[config.mk]
export PLATFORM = sky130hd
export DESIGN_NAME = vanilla_outstanding_tracker
export DESIGN_NICKNAME = d
export VERILOG_FILES = /design/src/rtl/vanilla_scoreboard_tracker_pkg.sv /design/src/rtl/vanilla_outstanding_entry.sv /design/src/rtl/vanilla_outstanding_tracker.sv
export SDC_FILE = /design/constraint.sdc
export NUM_CORES = 2
export LEC_CHECK = 0
export ABC_AREA = 1
export ABC_CLOCK_PERIOD_IN_PS = 7100
export CAP_MARGIN = 30
export CORE_ASPECT_RATIO = 1.5
export CORE_MARGIN = 4
export CORE_UTILIZATION = 60
export CTS_BUF_LIST = sky130_fd_sc_hd__clkbuf_16
export CTS_CLUSTER_DIAMETER = 30
export DETAILED_ROUTE_END_ITERATION = 10
export PLACE_DENSITY = 0.79
export SETUP_SLACK_MARGIN = 0.5
export SLEW_MARGIN = 40
export SYNTH_ARGS = -nofsm -noshare
export SYNTH_HDL_FRONTEND = slang
export SYNTH_SLANG_ARGS = --single-unit
[constraint.sdc]
create_clock -name clk_i -period 7.1 [get_ports clk_i]
set_clock_uncertainty 0.1 [all_clocks]
set_input_delay 1.065 -clock clk_i [delete_from_list [all_inputs] [get_ports clk_i]]
set_output_delay 1.065 -clock clk_i [all_outputs]
set_load 0.03 [all_outputs]
[src/rtl/vanilla_scoreboard_tracker_pkg.sv]
// rtl/vanilla_scoreboard_tracker_pkg.sv - shared class indices and sizing helper for the outstanding tracker
package vanilla_scoreboard_tracker_pkg;

    // Scoreboard class indices; the amo classes exist only when num_class_p > 4.
    typedef enum logic [2:0] {
        e_sb_long_op       = 3'd0,
        e_sb_remote_dram   = 3'd1,
        e_sb_remote_global = 3'd2,
        e_sb_remote_group  = 3'd3,
        e_sb_amo_dram      = 3'd4,
        e_sb_amo_global    = 3'd5
    } sb_class_e;

    function automatic int safe_clog2(input int x);
        return (x <= 1) ? 1 : $clog2(x);
    endfunction

endpackage

[src/rtl/vanilla_outstanding_entry.sv]
// rtl/vanilla_outstanding_entry.sv - per-register outstanding counters, age counter and timeout bit
module vanilla_outstanding_entry
    import vanilla_scoreboard_tracker_pkg::*;
#(
    parameter int num_class_p   = 4,
    parameter int count_width_p = 2,
    parameter int timeout_p     = 4096,
    parameter int age_width_p   = safe_clog2(timeout_p + 1)
) (
    input  logic                   clk_i,
    input  logic                   reset_i,
    input  logic [num_class_p-1:0] set_hit_i,
    input  logic [num_class_p-1:0] clear_hit_i,
    output logic [num_class_p-1:0] pending_o,
    output logic                   busy_o,
    output logic                   timeout_o,
    output logic                   ovf_o,
    output logic                   unf_o
);

    localparam logic [count_width_p-1:0] cnt_max_lp = '1;
    localparam logic [age_width_p-1:0]   age_max_lp = age_width_p'(timeout_p);

    logic [num_class_p-1:0][count_width_p-1:0] count_q, count_d;
    logic [age_width_p-1:0]                    age_q, age_d;
    logic                                      timeout_q, timeout_d;
    logic                                      busy_next;

    // A set and a clear on the same class cancel, so a saturated or empty
    // counter is never flagged in that case.
    always_comb begin
        count_d = count_q;
        ovf_o   = 1'b0;
        unf_o   = 1'b0;
        for (int c = 0; c < num_class_p; c++) begin
            if (set_hit_i[c] && !clear_hit_i[c]) begin
                if (count_q[c] == cnt_max_lp) begin
                    ovf_o = 1'b1;
                end else begin
                    count_d[c] = count_q[c] + 1'b1;
                end
            end else if (clear_hit_i[c] && !set_hit_i[c]) begin
                if (count_q[c] == '0) begin
                    unf_o = 1'b1;
                end else begin
                    count_d[c] = count_q[c] - 1'b1;
                end
            end
        end
    end

    always_comb begin
        pending_o = '0;
        for (int c = 0; c < num_class_p; c++) begin
            pending_o[c] = (count_q[c] != '0);
        end
    end

    assign busy_o    = |pending_o;
    assign timeout_o = timeout_q;

    // Age counts edges spent busy, so it starts from the edge after the first set.
    always_comb begin
        busy_next = 1'b0;
        for (int c = 0; c < num_class_p; c++) begin
            busy_next = busy_next | (count_d[c] != '0);
        end
        age_d = age_q;
        if (!busy_next || (|clear_hit_i)) begin
            age_d = '0;
        end else if (busy_o && (age_q != age_max_lp)) begin
            age_d = age_q + 1'b1;
        end
        timeout_d = busy_next && (timeout_q || (age_d == age_max_lp));
    end

    always_ff @(posedge clk_i) begin
        if (reset_i) begin
            count_q   <= '0;
            age_q     <= '0;
            timeout_q <= 1'b0;
        end else begin
            count_q   <= count_d;
            age_q     <= age_d;
            timeout_q <= timeout_d;
        end
    end

endmodule

[src/rtl/vanilla_outstanding_tracker.sv]
// rtl/vanilla_outstanding_tracker.sv - per-register, per-class outstanding writeback tracker with aging
module vanilla_outstanding_tracker
    import vanilla_scoreboard_tracker_pkg::*;
#(
    parameter int reg_els_p        = 32,
    parameter int reg_addr_width_p = safe_clog2(reg_els_p),
    parameter int num_class_p      = 4,
    parameter int class_width_p    = safe_clog2(num_class_p),
    parameter int count_width_p    = 2,
    parameter int timeout_p        = 4096,
    parameter int ignore_zero_p    = 1
) (
    input  logic                             clk_i,
    input  logic                             reset_i,
    input  logic                             set_v_i,
    input  logic [reg_addr_width_p-1:0]      set_id_i,
    input  logic [class_width_p-1:0]         set_class_i,
    input  logic                             clear_v_i,
    input  logic [reg_addr_width_p-1:0]      clear_id_i,
    input  logic [class_width_p-1:0]         clear_class_i,
    output logic [reg_els_p*num_class_p-1:0] pending_o,
    output logic [reg_els_p-1:0]             busy_o,
    output logic [reg_els_p-1:0]             timeout_o,
    output logic                             overflow_o,
    output logic                             underflow_o
);

    localparam logic [reg_addr_width_p:0] reg_els_lp   = (reg_addr_width_p + 1)'(reg_els_p);
    localparam logic [class_width_p:0]    num_class_lp = (class_width_p + 1)'(num_class_p);

    logic                   set_ok, clear_ok;
    logic [num_class_p-1:0] set_cls_oh, clear_cls_oh;
    logic [reg_els_p-1:0]   ovf_vec, unf_vec;
    logic                   overflow_q, overflow_d;
    logic                   underflow_q, underflow_d;

    // Register 0 sets are dropped outright, but clears to it still count.
    always_comb begin
        set_ok = set_v_i
              && ({1'b0, set_id_i} < reg_els_lp)
              && ({1'b0, set_class_i} < num_class_lp)
              && !((ignore_zero_p != 0) && (set_id_i == '0));
        clear_ok = clear_v_i
                && ({1'b0, clear_id_i} < reg_els_lp)
                && ({1'b0, clear_class_i} < num_class_lp);
        set_cls_oh   = set_ok   ? (num_class_p'(1) << set_class_i)   : '0;
        clear_cls_oh = clear_ok ? (num_class_p'(1) << clear_class_i) : '0;
    end

    for (genvar r = 0; r < reg_els_p; r++) begin : g_entry
        logic [num_class_p-1:0] set_hit, clear_hit;

        assign set_hit   = (set_id_i   == reg_addr_width_p'(r)) ? set_cls_oh   : '0;
        assign clear_hit = (clear_id_i == reg_addr_width_p'(r)) ? clear_cls_oh : '0;

        vanilla_outstanding_entry #(
            .num_class_p   (num_class_p),
            .count_width_p (count_width_p),
            .timeout_p     (timeout_p)
        ) u_entry (
            .clk_i       (clk_i),
            .reset_i     (reset_i),
            .set_hit_i   (set_hit),
            .clear_hit_i (clear_hit),
            .pending_o   (pending_o[r*num_class_p +: num_class_p]),
            .busy_o      (busy_o[r]),
            .timeout_o   (timeout_o[r]),
            .ovf_o       (ovf_vec[r]),
            .unf_o       (unf_vec[r])
        );
    end

    always_comb begin
        overflow_d  = overflow_q  | (|ovf_vec);
        underflow_d = underflow_q | (|unf_vec);
    end

    always_ff @(posedge clk_i) begin
        if (reset_i) begin
            overflow_q  <= 1'b0;
            underflow_q <= 1'b0;
        end else begin
            overflow_q  <= overflow_d;
            underflow_q <= underflow_d;
        end
    end

    assign overflow_o  = overflow_q;
    assign underflow_o = underflow_q;

endmodule

==> impl_metrics.env <==
export IMPL_worst_pin_slew_ps=925
export IMPL_start_util_pct=60.7
export IMPL_slew_viol_final=0
export IMPL_pin_count=212
export IMPL_reg2regPathDepth=13
export IMPL_power_density_mw_per_mm2=206
export IMPL_hold_buffers=0
export IMPL_cts_path_max_buffers=3
export IMPL_first_pass_iters=9
export IMPL_synth_top_area_share_pct=30.0
export IMPL_cts_buffers_inserted=138
export IMPL_drive_above_1_share_pct=4.13
export IMPL_fp_dieW_um=237
export IMPL_grt_max_degree=115
export IMPL_tns_ps=0
export IMPL_coreArea_mm2=0.0776
export IMPL_start_kind="primary input"
export IMPL_yosysTopAreaCell="dfxtp_1"
export IMPL_nNetsFinal=8006
export IMPL_yosysWarningCount=0
export IMPL_placed_area_mm2=0.0496
export IMPL_clk_latency_ps=750
export IMPL_reg2reg_from="g_entry[27].u_entry.count_q[4]"
export IMPL_ff2ff_setup_slack_ps=3770
export IMPL_htree_levels=4
export IMPL_stdcell_count=9059
export IMPL_hpwlAfterDp_um=126000
export IMPL_seq_area_frac_synth_pct=30.0
export IMPL_p_leak_nw=22.4
export IMPL_netlist_top_cells_area="dfxtp_1 (30%), nand2_1 (14%), nor2_1 (11%), inv_1 (9.0%), nand3_1 (6.0%)"
export IMPL_viasPerCell=5.74
export IMPL_slowest_delay_ps=850
export IMPL_hold_viol_final=0
export IMPL_grt_pass1_wl_um=256000
export IMPL_dieArea_mm2=0.0831
export IMPL_antenna_found_initial=6
export IMPL_postCtsSetupBuffers=0
export IMPL_critPathCaptureType="flip-flop"
export IMPL_grt_pass1_vias=48503
export IMPL_drt_iter0_markers=4734
export IMPL_worstPathCellList="clkdlybuf4s50_1 -> inv_2 -> nand3_4 -> nand3_2 -> inv_2 -> nand3_1 -> o21ai_0 -> nand2_1 -> nor2_1 -> nand3_1 -> nand2_1 -> inv_1 -> o31ai_1 -> nand3_1 -> a21oi_1"
export IMPL_ys_types=61
export IMPL_synth_edf_count=0
export IMPL_crit_start="set_id_i[4]"
export IMPL_post_route_period_util_pct=68.9
export IMPL_post_route_util_pct=70.3
export IMPL_wl_met2_um=76100
export IMPL_hold_start="g_entry[0].u_entry.timeout_o"
export IMPL_outcome="complete, no violations"
export IMPL_clkTransAtPathRegs_ps=60
export IMPL_crit_end="g_entry[7].u_entry.timeout_o"
export IMPL_worst_path_stages=15
export IMPL_cap_violations=0
export IMPL_critical_path_max_fanout=18
export IMPL_ir_drop_mv=0.274
export IMPL_port_buffers=211
export IMPL_power_switching_mw=2.64
export IMPL_dp_cells=8800
export IMPL_combinationalPowerShare_pct=3.1
export IMPL_top_layer_used="met5"
export IMPL_fin_area_mm2=0.0546
export IMPL_ys_flop_type="dfxtp_1"
export IMPL_reg2reg_to="g_entry[27].u_entry.timeout_o"
export IMPL_fmax_mhz=204
export IMPL_relSlewSlack_pct=38.1
export IMPL_period_needed_ps=4890
export IMPL_numClockSinks=706
export IMPL_tritoncts="yes"
export IMPL_ant_nets=0
export IMPL_syn_area_per_cell_um2=6.07
export IMPL_grt_overflow=0
export IMPL_route_vias_total=51997
export IMPL_drcViolationCount=0
export IMPL_drt_wl_total_um=167000
export IMPL_grt_usage_pct=38.6
export IMPL_num_rows=125
export IMPL_setup_viol=0
export IMPL_die_height_um=351
export IMPL_syn_nets=7841
export IMPL_cp_common_cell="nand3_1"
export IMPL_p_int_mw=8.58
export IMPL_cp_num_buf_inv=4
export IMPL_root_buffer="clkbuf_16"
export IMPL_cp_arrival_ps=5480
export IMPL_crit_type="primary input to flip-flop"
export IMPL_critPathTopFamily="buffers and inverters"
export IMPL_area_growth_pct=15.9
export IMPL_ys_ff_latch=706
export IMPL_power_frac_seq_pct=35.5
export IMPL_wire_per_inst_um=18.4
export IMPL_critPathRequiredTime_ps=7690
export IMPL_rsz0062_at_grt="false"
export IMPL_wl_met1_um=61600
export IMPL_min_path_type="flip-flop to flip-flop"
export IMPL_synthArstFlopShare_pct=0
export IMPL_netlist_area_mm2=0.0471
export IMPL_wl_met3_um=14800
export IMPL_ctsResizeCount=0
export IMPL_slowest_stage="clkdlybuf4s50_1"
export IMPL_syn_inst=7759
export IMPL_gp_congestion=1.10
export IMPL_clock_power_share_pct=61.4
export IMPL_swShare_pct=23.5
==> power groups by stage <==
stage	clock network [mW]	logic [mW]	registers (mW)
3_3_place_gp	0	0.333	4.06
2_1_floorplan	0	0.200	4.06
6_report	6.88	0.352	3.98
5_1_grt	7.12	0.366	3.98
3_5_place_dp	0	0.338	4.06
4_1_cts	6.92	0.339	3.98
==> synth_stat cells (5+ instances only) <==
| cell | instances |
|---|---|
| o41ai_1 | 11 |
| a31oi_1 | 8 |
| nor4_1 | 47 |
| a221oi_1 | 10 |
| and2_1 | 8 |
| nand3b_1 | 17 |
| o22ai_1 | 50 |
| clkinv_1 | 8 |
| nand2_1 | 1815 |
| inv_1 | 1130 |
| o211ai_1 | 115 |
| o32ai_1 | 10 |
| nand3_2 | 11 |
| xor2_1 | 319 |
| nand4_1 | 125 |
| dfxtp_1 | 706 |
| nor2_1 | 1396 |
| ha_1 | 64 |
| nor3b_1 | 10 |
| buf_2 | 29 |
| o221ai_1 | 5 |
| o21ai_1 | 24 |
| inv_2 | 17 |
| o21ai_0 | 416 |
| a211oi_1 | 73 |
| or2_2 | 14 |
| a21oi_1 | 238 |
| buf_4 | 67 |
| nand3_1 | 561 |
| o31ai_1 | 18 |
| nor3_1 | 241 |
| buf_1 | 6 |
| clkbuf_1 | 104 |
| xnor2_1 | 24 |
| nor2_2 | 15 |
==> logic make-up (layout without fill, tap and decap cells) <==
logic type                 Yosys count  after routing  share of synthesized area (%)
xor gates and xnor gates           343            343                           6.38
other                                0              4                              0
adders and majority gates           64             64                           1.70
buffers and inverters             1362           1642                           11.5
DFF                                706            706                           30.0
AOI/OAI and AO/OA                 1011           1011                           12.5
and+or+nand+nor                   4273           4273                           37.9
==> area by class of cell <==
type | instances | area, um^2
Clock buffer | 147 | 3680
Fill cell | 6912 | 23000
Timing Repair Buffer | 232 | 2330
Inverter | 1155 | 4340
Antenna cell | 4 | 10.0
Sequential cell | 706 | 14100
Tap cell | 1016 | 1270
Multi-Input combinational cell | 5691 | 27600
Clock inverter | 108 | 1220
==> routing by layer <==
metal  vias to the layer above  global-route usage [%]
met3                       691                    8.45
met5                         -                       0
met2                      2383                    64.3
li1                      25222                       -
met4                         6                    28.3
met1                     23695                    43.6
==> worst min path at each step <==
stage,endpoint,slack (ps),cells after the start
floorplan,g_entry[0].u_entry.timeout_o,330,2
global placement,g_entry[0].u_entry.timeout_o,330,2
detailed placement,g_entry[18].u_entry.timeout_o,340,2
CTS,g_entry[18].u_entry.timeout_o,350,2
global route,g_entry[12].u_entry.timeout_o,370,2
finish,g_entry[0].u_entry.timeout_o,340,2
==> metrics by stage <==
| stage | hold WS, ps | setup WS [ps] | power [mW] |
|---|---|---|---|
| 4_1_cts | 347 | 2480 | 11.2 |
| 3_3_place_gp | 335 | 1760 | 4.39 |
| 5_1_grt | 371 | 2220 | 11.5 |
| 3_5_place_dp | 340 | 1680 | 4.40 |
| 6_report | 345 | 2210 | 11.2 |
| 2_1_floorplan | 326 | 3910 | 4.26 |
==> sequential cells by signal (all words and copies together) (netlist names) <==
name,count
g_entry.u_entry.age_q,416
underflow_o,1
g_entry.u_entry.count_q,256
overflow_o,1
g_entry.u_entry.timeout_o,32
==> cells in the final DEF (no fill, tap or decap), types with 47 or more instances in the layout <==
| cell type | netlist | layout |
|---|---|---|
| ha_1 | 64 | 64 |
| nand4_1 | 125 | 125 |
| a211oi_1 | 73 | 73 |
| nand2_1 | 1815 | 1815 |
| nor2_1 | 1396 | 1394 |
| clkdlybuf4s50_1 | 0 | 209 |
| xor2_1 | 319 | 319 |
| nor3_1 | 241 | 241 |
| dfxtp_1 | 706 | 706 |
| a21oi_1 | 238 | 238 |
| nand3_1 | 561 | 561 |
| nor4_1 | 47 | 47 |
| o21ai_0 | 416 | 416 |
| o211ai_1 | 115 | 115 |
| clkbuf_16 | 0 | 147 |
| o22ai_1 | 50 | 50 |
| inv_1 | 1130 | 1140 |
==> worst reg2reg max path, stage by stage, from the launching register on <==
cell and delay, ps:
dfxtp_1 370, nor2_1 520, nand4_1 560, nand2_1 380, inv_1 310, nand2_1 120, o21ai_0 120, a21oi_1 210
nand3_1 130, nor2_1 120, nand2_1 60, nor2_1 100, nand2_1 60, a21oi_1 120
No activity file was read; power rests on OpenSTA's default activity.
